<file path="src/rtl/elevator_request_queue_if.sv">
// Signal bundle between the request queue and the board/controller side.
// The controller side (master) drives the raw buttons and cab status; the queue (slave) returns requests and target.
interface elevator_request_queue_if #(
  parameter int FLOORS = 4
);
  logic [FLOORS-1:0] KEY_N;
  logic [FLOORS-1:0] CALL;
  logic [1:0]        cur_floor;
  logic              moving;
  logic              door_open;
  logic [FLOORS-1:0] pending;
  logic [1:0]        target;
  logic              target_valid;
  logic              dir_up;

  modport master (
    output KEY_N, CALL, cur_floor, moving, door_open,
    input  pending, target, target_valid, dir_up
  );

  modport slave (
    input  KEY_N, CALL, cur_floor, moving, door_open,
    output pending, target, target_valid, dir_up
  );
endinterface

</file>
<file path="src/rtl/elevator_request_queue.sv">
// Request stage for the elevator FSM: synchronizes cabin buttons and hall
// calls, latches one request per floor and picks the next target by SCAN sweep.
module elevator_request_queue #(
  parameter int FLOORS     = 4,
  parameter int LOCKOUT_CY = 4
) (
  input  logic                    CLOCK_50,
  input  logic                    RESET_N,
  elevator_request_queue_if.slave bus
);
  localparam int IDX_W = 2;
  localparam int CNT_W = $clog2(LOCKOUT_CY + 1);
  localparam logic [CNT_W-1:0] LOCK_LOAD = CNT_W'(LOCKOUT_CY);
  localparam logic [CNT_W-1:0] CNT_ONE   = CNT_W'(1);

  logic [FLOORS-1:0] key_s1_q, key_s2_q, key_prev_q;
  logic [FLOORS-1:0] call_s1_q, call_s2_q, call_prev_q;

  logic [CNT_W-1:0] key_cnt_q  [FLOORS];
  logic [CNT_W-1:0] key_cnt_d  [FLOORS];
  logic [CNT_W-1:0] call_cnt_q [FLOORS];
  logic [CNT_W-1:0] call_cnt_d [FLOORS];

  logic [FLOORS-1:0] pending_q, pending_d;
  logic [IDX_W-1:0]  target_q, target_d;
  logic              target_valid_q, target_valid_d;
  logic              dir_up_q, dir_up_d;

  logic [FLOORS-1:0] key_acc, call_acc, set_mask, clr_mask;
  logic [FLOORS-1:0] above, below;
  logic              here;
  logic [IDX_W-1:0]  low_above, high_below;

  // Sync chains reset to the released level so a press held through reset shows up as a fresh edge.
  always_ff @(posedge CLOCK_50 or negedge RESET_N) begin
    if (!RESET_N) begin
      key_s1_q    <= '1;
      key_s2_q    <= '1;
      key_prev_q  <= '1;
      call_s1_q   <= '0;
      call_s2_q   <= '0;
      call_prev_q <= '0;
    end else begin
      key_s1_q    <= bus.KEY_N;
      key_s2_q    <= key_s1_q;
      key_prev_q  <= key_s2_q;
      call_s1_q   <= bus.CALL;
      call_s2_q   <= call_s1_q;
      call_prev_q <= call_s2_q;
    end
  end

  always_comb begin
    key_acc  = '0;
    call_acc = '0;
    for (int f = 0; f < FLOORS; f++) begin
      key_cnt_d[f]  = key_cnt_q[f];
      call_cnt_d[f] = call_cnt_q[f];
      if (key_prev_q[f] && !key_s2_q[f] && (key_cnt_q[f] == '0)) begin
        key_acc[f]   = 1'b1;
        key_cnt_d[f] = LOCK_LOAD;
      end else if (key_cnt_q[f] != '0) begin
        key_cnt_d[f] = key_cnt_q[f] - CNT_ONE;
      end
      if (!call_prev_q[f] && call_s2_q[f] && (call_cnt_q[f] == '0)) begin
        call_acc[f]   = 1'b1;
        call_cnt_d[f] = LOCK_LOAD;
      end else if (call_cnt_q[f] != '0) begin
        call_cnt_d[f] = call_cnt_q[f] - CNT_ONE;
      end
    end
  end

  // A clear on the served floor beats a simultaneous new press there.
  always_comb begin
    set_mask  = key_acc | call_acc;
    clr_mask  = bus.door_open ? (FLOORS'(1) << bus.cur_floor) : '0;
    pending_d = (pending_q | set_mask) & ~clr_mask;
  end

  always_comb begin
    above = '0;
    below = '0;
    for (int f = 0; f < FLOORS; f++) begin
      if (IDX_W'(f) > bus.cur_floor) above[f] = pending_q[f];
      if (IDX_W'(f) < bus.cur_floor) below[f] = pending_q[f];
    end
    here = pending_q[bus.cur_floor];

    low_above = '0;
    for (int f = FLOORS - 1; f >= 0; f--) begin
      if (above[f]) low_above = IDX_W'(f);
    end
    high_below = '0;
    for (int f = 0; f < FLOORS; f++) begin
      if (below[f]) high_below = IDX_W'(f);
    end
  end

  // Nearest stop ahead in the sweep direction, else nearest behind, else hold.
  always_comb begin
    target_d       = target_q;
    target_valid_d = |pending_q;
    dir_up_d       = dir_up_q;

    if (here && !bus.moving) begin
      target_d = bus.cur_floor;
    end else if (dir_up_q) begin
      if (|above)      target_d = low_above;
      else if (|below) target_d = high_below;
    end else begin
      if (|below)      target_d = high_below;
      else if (|above) target_d = low_above;
    end

    if (!bus.moving && !bus.door_open) begin
      if (dir_up_q && (above == '0) && (below != '0)) begin
        dir_up_d = 1'b0;
      end else if (!dir_up_q && (below == '0) && (above != '0)) begin
        dir_up_d = 1'b1;
      end
    end
  end

  always_ff @(posedge CLOCK_50 or negedge RESET_N) begin
    if (!RESET_N) begin
      for (int f = 0; f < FLOORS; f++) begin
        key_cnt_q[f]  <= '0;
        call_cnt_q[f] <= '0;
      end
      pending_q      <= '0;
      target_q       <= '0;
      target_valid_q <= 1'b0;
      dir_up_q       <= 1'b1;
    end else begin
      for (int f = 0; f < FLOORS; f++) begin
        key_cnt_q[f]  <= key_cnt_d[f];
        call_cnt_q[f] <= call_cnt_d[f];
      end
      pending_q      <= pending_d;
      target_q       <= target_d;
      target_valid_q <= target_valid_d;
      dir_up_q       <= dir_up_d;
    end
  end

  assign bus.pending      = pending_q;
  assign bus.target       = target_q;
  assign bus.target_valid = target_valid_q;
  assign bus.dir_up       = dir_up_q;

endmodule

</file>
<file path="src/flat_wrapper.sv">
// flat-port wrapper written by rule: the top's interface ports become plain ports
module elevator_request_queue_flat 
#(
  parameter int FLOORS     = 4,
  parameter int LOCKOUT_CY = 4
)
  (CLOCK_50, RESET_N, bus_KEY_N, bus_CALL, bus_cur_floor, bus_moving, bus_door_open, bus_pending, bus_target, bus_target_valid, bus_dir_up);
  elevator_request_queue_if #(.FLOORS(FLOORS)) bus_i ();
  input  logic CLOCK_50;
  input  logic RESET_N;
  input wire logic [$bits(bus_i.KEY_N)-1:0] bus_KEY_N;
  input wire logic [$bits(bus_i.CALL)-1:0] bus_CALL;
  input wire logic [$bits(bus_i.cur_floor)-1:0] bus_cur_floor;
  input wire logic [$bits(bus_i.moving)-1:0] bus_moving;
  input wire logic [$bits(bus_i.door_open)-1:0] bus_door_open;
  output wire logic [$bits(bus_i.pending)-1:0] bus_pending;
  output wire logic [$bits(bus_i.target)-1:0] bus_target;
  output wire logic [$bits(bus_i.target_valid)-1:0] bus_target_valid;
  output wire logic [$bits(bus_i.dir_up)-1:0] bus_dir_up;
  assign bus_i.KEY_N = bus_KEY_N;
  assign bus_i.CALL = bus_CALL;
  assign bus_i.cur_floor = bus_cur_floor;
  assign bus_i.moving = bus_moving;
  assign bus_i.door_open = bus_door_open;
  assign bus_pending = bus_i.pending;
  assign bus_target = bus_i.target;
  assign bus_target_valid = bus_i.target_valid;
  assign bus_dir_up = bus_i.dir_up;
  elevator_request_queue #(.FLOORS(FLOORS), .LOCKOUT_CY(LOCKOUT_CY)) u_core (.CLOCK_50(CLOCK_50), .RESET_N(RESET_N), .bus(bus_i));
endmodule
</file>
<file path="config.mk">
export PLATFORM = sky130hd
export DESIGN_NAME = elevator_request_queue_flat
export DESIGN_NICKNAME = d
export VERILOG_FILES = /design/src/rtl/elevator_request_queue_if.sv /design/src/rtl/elevator_request_queue.sv /design/src/flat_wrapper.sv
export SDC_FILE = /design/constraint.sdc
export NUM_CORES = 1
export LEC_CHECK = 0
export BUFFER_PORTS_ARGS = -buffer_cell sky130_fd_sc_hd__clkbuf_2
export CAP_MARGIN = 15
export CELL_PAD_IN_SITES_DETAIL_PLACEMENT = 2
export CELL_PAD_IN_SITES_GLOBAL_PLACEMENT = 2
export CORE_ASPECT_RATIO = 0.75
export CORE_MARGIN = 2
export CORE_UTILIZATION = 39
export DETAILED_ROUTE_END_ITERATION = 12
export HOLD_SLACK_MARGIN = 0.08
export PLACE_DENSITY_LB_ADDON = 0.15
export SYNTH_ARGS = -nofsm -noshare
export SYNTH_HDL_FRONTEND = slang
export SYNTH_SLANG_ARGS = --single-unit
</file>
<file path="constraint.sdc">
create_clock -name CLOCK_50 -period 1.9 [get_ports CLOCK_50]
set_input_delay 0.19 -clock CLOCK_50 [delete_from_list [all_inputs] [get_ports CLOCK_50]]
set_output_delay 0.19 -clock CLOCK_50 [all_outputs]
set_load 0.005 [all_outputs]
</file>
* Word level (Yosys, flattened, before mapping)
Index checks and enable logic that the tools add are counted.
** Storage, ports and cells
- Logic and storage cells :: 157
- Output and inout bits :: 8
- Register bits :: 56
** Operators by class
- Add/sub/neg operators :: 8
- Shift operators :: 1
- Multiplexer cells :: 50
- Order comparisons :: 9
- Bitwise operators :: 4
- Reduce and logical (&&, ||, !) cells :: 67
** Operator list (count)
- 3-bit two-way mux :: 16
- 3-bit nonzero test :: 9
- 3-bit zero test :: 8
- 2-bit two-way mux :: 12
- 3-bit by 1-bit subtractor with 3-bit output, second input constant :: 8
- 1-bit logical AND :: 22
- 1-bit two-way mux :: 20
- 2-bit nonzero test :: 9
- 4-bit OR reduction :: 3
- 1-bit zero test :: 11
- 4-bit zero test :: 2
- 4-bit OR :: 2
- 4-bit nonzero test :: 2
- 4-bit AND :: 1
- 1-bit by 2-bit greater-than comparator with 1-bit output, first input constant :: 2
- 2-bit greater-than comparator, first input constant :: 2
- 1-bit by 2-bit less-than comparator with 1-bit output, first input constant :: 2
- 2-bit less-than comparator, first input constant :: 2
- 4-bit two-way mux :: 1
- 4-bit NOT :: 1
- 1-bit by 2-bit left shift with 4-bit output, first input constant :: 1
- 2-bit by 3-bit less-than comparator with 1-bit output, second input constant :: 1
- 1-bit binary-select mux with 2-bit select :: 1
- 2-bit AND reduction :: 1

* Depth between registers and ports, before layout
Gate-level depths: netlist (run 1).
- Word-level depth :: 10
- Depth in mapped cells :: 6
- Gate-level depth less buffers :: 6

* Least setup slack after synthesis (run 1)
No wires, ideal clock.
- Kind :: reg2reg
- Start :: register u_core.pending_q[3] (netlist: u_core.bus.pending[3])
- End :: register u_core.target_q[0] (netlist: u_core.bus.target[0])
- Path buffers :: 1
- Cell stages (with the launch flop) :: 6
- Period minus slack after synthesis :: 1.530 ns
- Arrival time :: 1.458 ns
- Slack :: 0.370 ns
- Cell sequence :: dfrtp_1 -> buf_6 -> mux4_2 -> and3_1 -> a41oi_1 -> a21boi_2
** On the way
- Cells in the longest elaborated chain, start to end :: 9
- Elaborated cells on any way between the ends :: 19
- Classes of those cells :: mux: 15; reduce/logical: 4
** RTL lines
- from (decl) :: line elevator_request_queue.sv:24 : logic [FLOORS-1:0] pending_q, pending_d;
- from (signal assigned) :: line elevator_request_queue.sv:140 : pending_q <= pending_d;
- 1-bit two-way mux :: line elevator_request_queue.sv:85 : if (IDX_W'(f) > bus.cur_floor) above[f] = pending_q[f];
- 2-bit two-way mux (4 in a row) :: line elevator_request_queue.sv:92 : if (above[f]) low_above = IDX_W'(f);
- 2-bit two-way mux :: line elevator_request_queue.sv:113 : else if (|above) target_d = low_above;
- 2-bit two-way mux :: line elevator_request_queue.sv:112 : if (|below) target_d = high_below;
- 2-bit two-way mux :: line elevator_request_queue.sv:108 : end else if (dir_up_q) begin
- 2-bit two-way mux :: line elevator_request_queue.sv:106 : if (here && !bus.moving) begin
- to (signal assigned) :: line elevator_request_queue.sv:141 : target_q <= target_d;
- to (decl) :: line elevator_request_queue.sv:25 : logic [IDX_W-1:0] target_q, target_d;
Several ways; a longest one is shown, not always the timed one. The select of a mux whose other input is x is not followed.
A chain may end at the register's enable or synchronous reset.

* Worst setup path after layout (run 1)
- Start :: register u_core.pending_q[1] (netlist: u_core.bus.pending[1])
- End :: register u_core.target_q[1] (netlist: u_core.bus.target[1])
** On the way
- Cells in the longest elaborated chain, start to end :: 7
- Elaborated cells on any way between the ends :: 15
- Classes of those cells :: mux: 11; reduce/logical: 4
** RTL lines (line)
- 1-bit two-way mux :: elevator_request_queue.sv:85
- 2-bit two-way mux (2 in a row) :: elevator_request_queue.sv:92
- 2-bit two-way mux :: elevator_request_queue.sv:113
- 2-bit two-way mux :: elevator_request_queue.sv:112
- 2-bit two-way mux :: elevator_request_queue.sv:108
- 2-bit two-way mux :: elevator_request_queue.sv:106
Several ways; a longest one is shown, not always the timed one. The select of a mux whose other input is x is not followed.

==> results.tsv, run 1 <==
metric	value	unit
H-tree level count	2	
Final Hold Violating Endpoints	0	
share of total power in combinational logic	0.387	
number of DRC markers in iteration 0	30	
Synth Instances	229	
worst clock skew	7.33	ps
commonest cells after routing, fill and taps aside	dfrtp_1 (43), nor2b_1 (29), inv_1 (25), o21ai_0 (21), clkbuf_2 (21)	
layout cell share with drive strength beyond 1	0.173	
final setup vio count	0	
Sw Share	0.381	
CORE AREA	0.00626	mm2
Most used DFF post-synth	dfrtp_1	
fin nets	295	
Distinct cells, synth	38	
via count	1803	
Setup TNS	0	ps
min-delay src	bus_moving	
I/O Buffers	21	
Max IR drop VDD	495	uV
crit-path max FO	8	
asr flop ratio synth	1.00	
routed wire length	5560	um
Seq pwr share	0.448	
final instance area	0.00290	mm2
Post-Syn Area	0.00251	mm2
Tot Pwr	0.00422	W
Final min period	1690	ps
switching power	0.00161	W
Fillers	655	
pin slew with the least headroom to its limit	463	ps
number of remaining DRC errors	0	
Synth Net Count	259	
largest net degree at the start of global routing	57	
total die area	0.00709	mm2
CTS clock-pin slew for the worst setup and hold paths	100	ps
Cells on Worst Hold Path	3	
reg2reg start	u_core.bus.pending[1]	
Post-synth EDFFs	0	
row cnt	25	
status	completed	
CTS root buf	clkbuf_8	
number of diodes	0	
Avg Cell Area, Syn	10.9	um2
Pleak	1.32	nW
initial core utilization	0.401	
startpoint types	register	
post-route ant nets	0	
grt ovf	0	
maximum buffer depth of the clock tree	2	
WP data required	2100	ps
R2R depth	4	
Hold EP	u_core.bus.dir_up	
Placer Congestion	0.790	
Clk Latency, worst-skew pair	310	ps
max-cap violation count	0	
CTS-repair resized insts	0	
first-pass GRT wire length	9290	um
placed cell areas	0.00272	mm2
Storage cell area	0.00142	mm2
Clock Power Share	0.165	
CTS tree	built	
GR Util All Layers	0.175	
vias in the first global route	1987	
Internal	0.00261	W
drt first pass iters	2	
routed vias/inst	5.20	
DR WL/cell	16.0	um
HPWL Detailed	4010	um
Setup CP Type	reg -> reg	
Core Util, Final	0.464	
RSZ-0062 raised after global routing	false	
area occupied by multi-input gates	965	um2
Max-slew headroom	0.692	
Max Clk Rate	590	MHz
Setup Fix Bufs, Post-CTS	0	
HP Class	in -> reg	
Crit. End Element	register	
Syn-to-layout area delta	15.7	%
num ports	22	
reg2reg end	u_core.bus.target[1]	
# clock sinks	56	
Seq cells post-synth	56	
commonest non-fill, non-tap cell in the layout	dfrtp_1	
synthesis warning total	0	
max-slew violation count	0	
antenna violations before repair	0	
sequential area share after synthesis	0.565	
Tcrit/Tclk final	0.891	
pwr dens	1450	mW/mm2
reg2reg setup slack	210	ps
Die Height	73.4	um
Worst Path Arrival	1890	ps
Die X	96.6	um
CTS buffer count	5	
layer usage:
metal  vias up  global-route usage  routed length [um]
met4         0              0.0595                  95
met1       914               0.214                2500
li1        853                   -                   -
met5         -                   0                   0
met2        26               0.308                2810
met3        10              0.0359                 155
worst max-delay path by stage:
stage,startpoint,endpoint,slack [ps],depth (start not counted)
detailed placement,u_core.bus.pending[1],u_core.bus.target[1],240,4
global placement,u_core.bus.pending[1],u_core.bus.target[1],340,4
global route,u_core.bus.pending[1],u_core.bus.target[1],100,4
CTS,u_core.bus.pending[1],u_core.bus.target[1],190,4
floorplan,u_core.bus.pending[3],u_core.bus.target[0],370,5
finish,u_core.bus.pending[1],u_core.bus.target[1],210,4
repair_timing:
| action | 4_1_cts | 5_1_grt |
|---|---|---|
| setup endpoints to repair | 0 | 0 |
| hold buffers | 9 | 0 |
| endpoints found under the hold margin | 51 | 0 |
final cells by class:
type | instances | area share
sequential | 56 | 0.489
timing repair buffer | 33 | 0.0793
clock inverter | 1 | 0.00259
inverter | 25 | 0.0323
clock buffer | 7 | 0.0298
multi-input combinational | 144 | 0.332
tap | 81 | 0.0349
per-stage QoR:
step	hold slack, ps	std cells	setup slack [ps]
final	207	347	206
after global routing	232	347	105
after CTS	206	347	193
after detailed placement	221	330	244
after global placement	217	330	341
after floorplan	-106	229	370
registers in the layout (all words and copies together) (netlist names):
register                 cells
u_core.key_s2_q              4
u_core.bus.pending           4
u_core.bus.dir_up            1
u_core.bus.target            2
u_core.key_prev_q            4
u_core.bus.target_valid      1
u_core.key_s1_q              4
u_core.call_s2_q             4
u_core.call_prev_q           4
u_core.key_cnt_q            12
u_core.call_cnt_q           12
u_core.call_s1_q             4
cells by family after synthesis:
logic type	count (synthesis)	synth area share
multiplexers	2	0.0130
AO/OA/AOI/OAI	62	0.158
buffers and inverters	29	0.0499
flip-flops	56	0.565
adder cells (fa/ha/maj)	16	0.0798
AND/OR/NAND/NOR	64	0.134
critical path: stages, from the launching register on:
cell and delay (ps):
dfrtp_1 480, or2_1 280, a22oi_1 420, nor4b_1 300
o31ai_1 100
power groups by stage:
stage / Clock (W) / Sequential (W) / Combinational (W)
finish: 0.000695 / 0.00189 / 0.00163
global route: 0.000756 / 0.00196 / 0.00191
CTS: 0.000721 / 0.00190 / 0.00167
detailed placement: 0 / 0.00192 / 0.00164
global placement: 0 / 0.00189 / 0.00152
floorplan: 0 / 0.00183 / 0.00118
Yosys cell counts (all sizes together) (2+ instances only):
cell	instances	area, um2
dfrtp	43	1080
nor2b	29	181
inv	25	93.8
o21ai	21	105
nand2	18	67.6
ha	16	200
dfstp	13	342
a21oi	12	60.1
a211oi	7	52.6
nor2	7	26.3
a31oi	5	31.3
buf	3	27.5
a21boi	2	18.8
a221oi	2	17.5
a32oi	2	17.5
and3	2	12.5
nand3	2	10.0
nor3	2	10.0
(Power assumes the default switching activity.)
==> run 2: changes to the inputs <==
--- a/config.mk
+++ b/config.mk
@@ -12,6 +12,7 @@
 export CORE_ASPECT_RATIO = 0.75
 export CORE_MARGIN = 2
 export CORE_UTILIZATION = 39
+export CTS_BUF_LIST = sky130_fd_sc_hd__clkbuf_16
 export DETAILED_ROUTE_END_ITERATION = 12
 export HOLD_SLACK_MARGIN = 0.08
 export PLACE_DENSITY_LB_ADDON = 0.15
==> constraint.sdc (replaced) <==
create_clock -name CLOCK_50 -period 1.9 [get_ports CLOCK_50]
set_input_delay 0.095 -clock CLOCK_50 [delete_from_list [all_inputs] [get_ports CLOCK_50]]
set_output_delay 0.095 -clock CLOCK_50 [all_outputs]
set_load 0.005 [all_outputs]
==> run 2 against run 1 <==
Compared with the run above:
- count of clock-buffer cells in the layout is 2 lower
- die area stayed put
- cell area is 1.3% higher
==> results.tsv, run 2 (synthesized netlist as in run 1, its figures left out) <==
metric	value	unit	change
startpoint types	register		unchanged
fin nets	295		unchanged
num ports	22		unchanged
pwr dens	1510	mW/mm2	was 1450 mW/mm2
status	completed		unchanged
vias in the first global route	2021		was 1,987
max-cap violation count	0		unchanged
via count	1794		was 1,803
Syn-to-layout area delta	17.2	%	was 15.7%
worst hold slack	138	ps	was 207 ps
CTS buffer count	5		unchanged
commonest cells after routing, fill and taps aside	dfrtp_1 (43), nor2b_1 (29), inv_1 (25), o21ai_0 (21), clkbuf_2 (21)		unchanged
H-tree level count	2		unchanged
Setup TNS	0	ps	unchanged
max-slew violation count	0		unchanged
Max-slew headroom	0.651		was 0.692
Final Hold Violating Endpoints	0		unchanged
reg2reg end	u_core.bus.target[0]		was u_core.bus.target[1]
CTS root buf	clkbuf_16		was clkbuf_8
Die Height	73.4	um	unchanged
crit-path max FO	10		was 8
Die X	96.6	um	unchanged
Met2 Wirelength	2850	um	was 2810 um
# clock sinks	56		unchanged
grt ovf	0		unchanged
HP Class	in -> reg		unchanged
reg2reg setup slack	260	ps	was 210 ps
final setup vio count	0		unchanged
max incr delay on CP	540	ps	was 480 ps
pre-CTS setup slack	282	ps	was 244 ps
cell family with the largest share of critical-path delay	multiplexers		was simple AND/OR/NAND/NOR gates
Final Instance Count excl. Fillers	347		unchanged
DR WL/cell	16.4	um	was 16.0 um
GR Util All Layers	0.183		was 0.175
row cnt	25		unchanged
CORE AREA	0.00626	mm2	unchanged
Setup Fix Bufs, Post-CTS	0		unchanged
min-delay src	bus_door_open		was bus_moving
drt first pass iters	4		was 2
total die area	0.00709	mm2	unchanged
reg2reg start	u_core.bus.pending[2]		was u_core.bus.pending[1]
Max IR drop VDD	514	uV	was 495 uV
commonest non-fill, non-tap cell in the layout	dfrtp_1		unchanged
Final min period	1640	ps	was 1690 ps
crit path launch	u_core.bus.pending[2]		was u_core.bus.pending[1]
Worst Path Arrival	1810	ps	was 1890 ps
largest net degree at the start of global routing	22		was 57
final setup margin	261	ps	was 206 ps
RSZ-0062 raised after global routing	false		unchanged
Clk Latency, worst-skew pair	290	ps	was 310 ps
first-pass GRT wire length	9740	um	was 9290 um
Hold EP	u_core.bus.pending[0]		was u_core.bus.dir_up
I/O Buffers	21		unchanged
layout cell share with drive strength beyond 1	0.173		unchanged
R2R depth	4		unchanged
HPWL Detailed	4070	um	was 4010 um
number of DRC markers in iteration 0	36		was 30
routed wire length	5690	um	was 5560 um
post-route ant nets	0		unchanged
crit-path cells	mux4_2 -> a21oi_1 -> a41oi_1 -> a21boi_2		was or2_1 -> a22oi_1 -> nor4b_1 -> o31ai_1
Placer Congestion	0.803		was 0.790
CP Buf/Inv Count	0		unchanged
Cells on Worst Hold Path	2		was 3
Max Clk Rate	610	MHz	was 590 MHz
initial core utilization	0.401		unchanged
routed vias/inst	5.17		was 5.20
largest registers	u_core.call_cnt_q x12, u_core.key_cnt_q x12		unchanged
Setup CP Type	reg -> reg		unchanged
number of diodes	0		unchanged
Pleak	1.34	nW	was 1.32 nW
met1 WL	2600	um	was 2500 um
WP data required	2070	ps	was 2100 ps
worst clock skew	6.19	ps	was 7.33 ps
Tcrit/Tclk final	0.863		was 0.891
maximum buffer depth of the clock tree	2		unchanged
WL met3	161	um	was 155 um
dpl cells	330		unchanged
number of remaining DRC errors	0		unchanged
CTS tree	built		unchanged
Crit. End Element	register		unchanged
antenna violations before repair	0		unchanged
top sig layer	met4		unchanged
pin slew with the least headroom to its limit	524	ps	was 463 ps
CTS clock-pin slew for the worst setup and hold paths	70	ps	was 100 ps
slowest library cell on the worst path	mux4_2		was dfrtp_1
-- run 2: cell count changes in the layout (fill, tap and decap cells not counted), sizes merged --
cell	previous run	this run
inv	25	26
clkinv	0	2
clkbuf	28	26
clkinvlp	1	0
-- run 2: worst max path at each step --
| stage | to | cells past startpoint |
|---|---|---|
| after global routing | u_core.bus.target[1] | 4 |
| after floorplan | u_core.bus.target[0] | 5 |
| after detailed placement | u_core.bus.target[1] | 4 |
| after CTS | u_core.bus.target[1] | 4 |
| after global placement | u_core.bus.target[0] | 4 |
| final | u_core.bus.target[0] | 4 |
-- run 2: power by group --
part           total, W  leakage (nW)  internal (W)  switching, W
clock          0.000908        0.0716      0.000487      0.000421
sequential      0.00191         0.641       0.00160      0.000314
combinational   0.00161         0.631      0.000716      0.000895
total           0.00443          1.34       0.00280       0.00163
-- run 2: metal layers --
metal	GRT usage	vias up
li1	-	848
met1	0.235	916
met2	0.315	23
met3	0.0349	7
met4	0.0548	0
met5	0	-
-- run 2: what timing repair did --
action / CTS / global route
hold buffers: 9 / 0
resized for setup: 0 / 0
endpoints found under the hold margin: 23 / 0
endpoints found under the setup margin: 0 / 0
-- run 2: worst reg2reg max path: cells and delay by family (launching register included) --
family / cells / cell delay, ps
multiplexers: 1 / 540
flip-flops: 1 / 500
AO/OA/AOI/OAI: 3 / 470
-- run 2: area by class of cell --
type                            instances  area, um2
Fill cell                             670       3320
Sequential cell                        56       1420
Multi-Input combinational cell        144        965
Timing Repair Buffer                   33        218
Clock buffer                            5        125
Tap cell                               81        101
Inverter                               25       93.8
Clock inverter                          3       17.5
-- run 2: metrics by stage --
stage          power [W]  utilization  cell area [um2]
2_1_floorplan    0.00300            -             2510
3_3_place_gp     0.00340        0.432             2710
3_5_place_dp     0.00354        0.432             2710
4_1_cts          0.00451        0.470             2940
5_1_grt          0.00487        0.470             2940
6_report         0.00443        0.470             2940
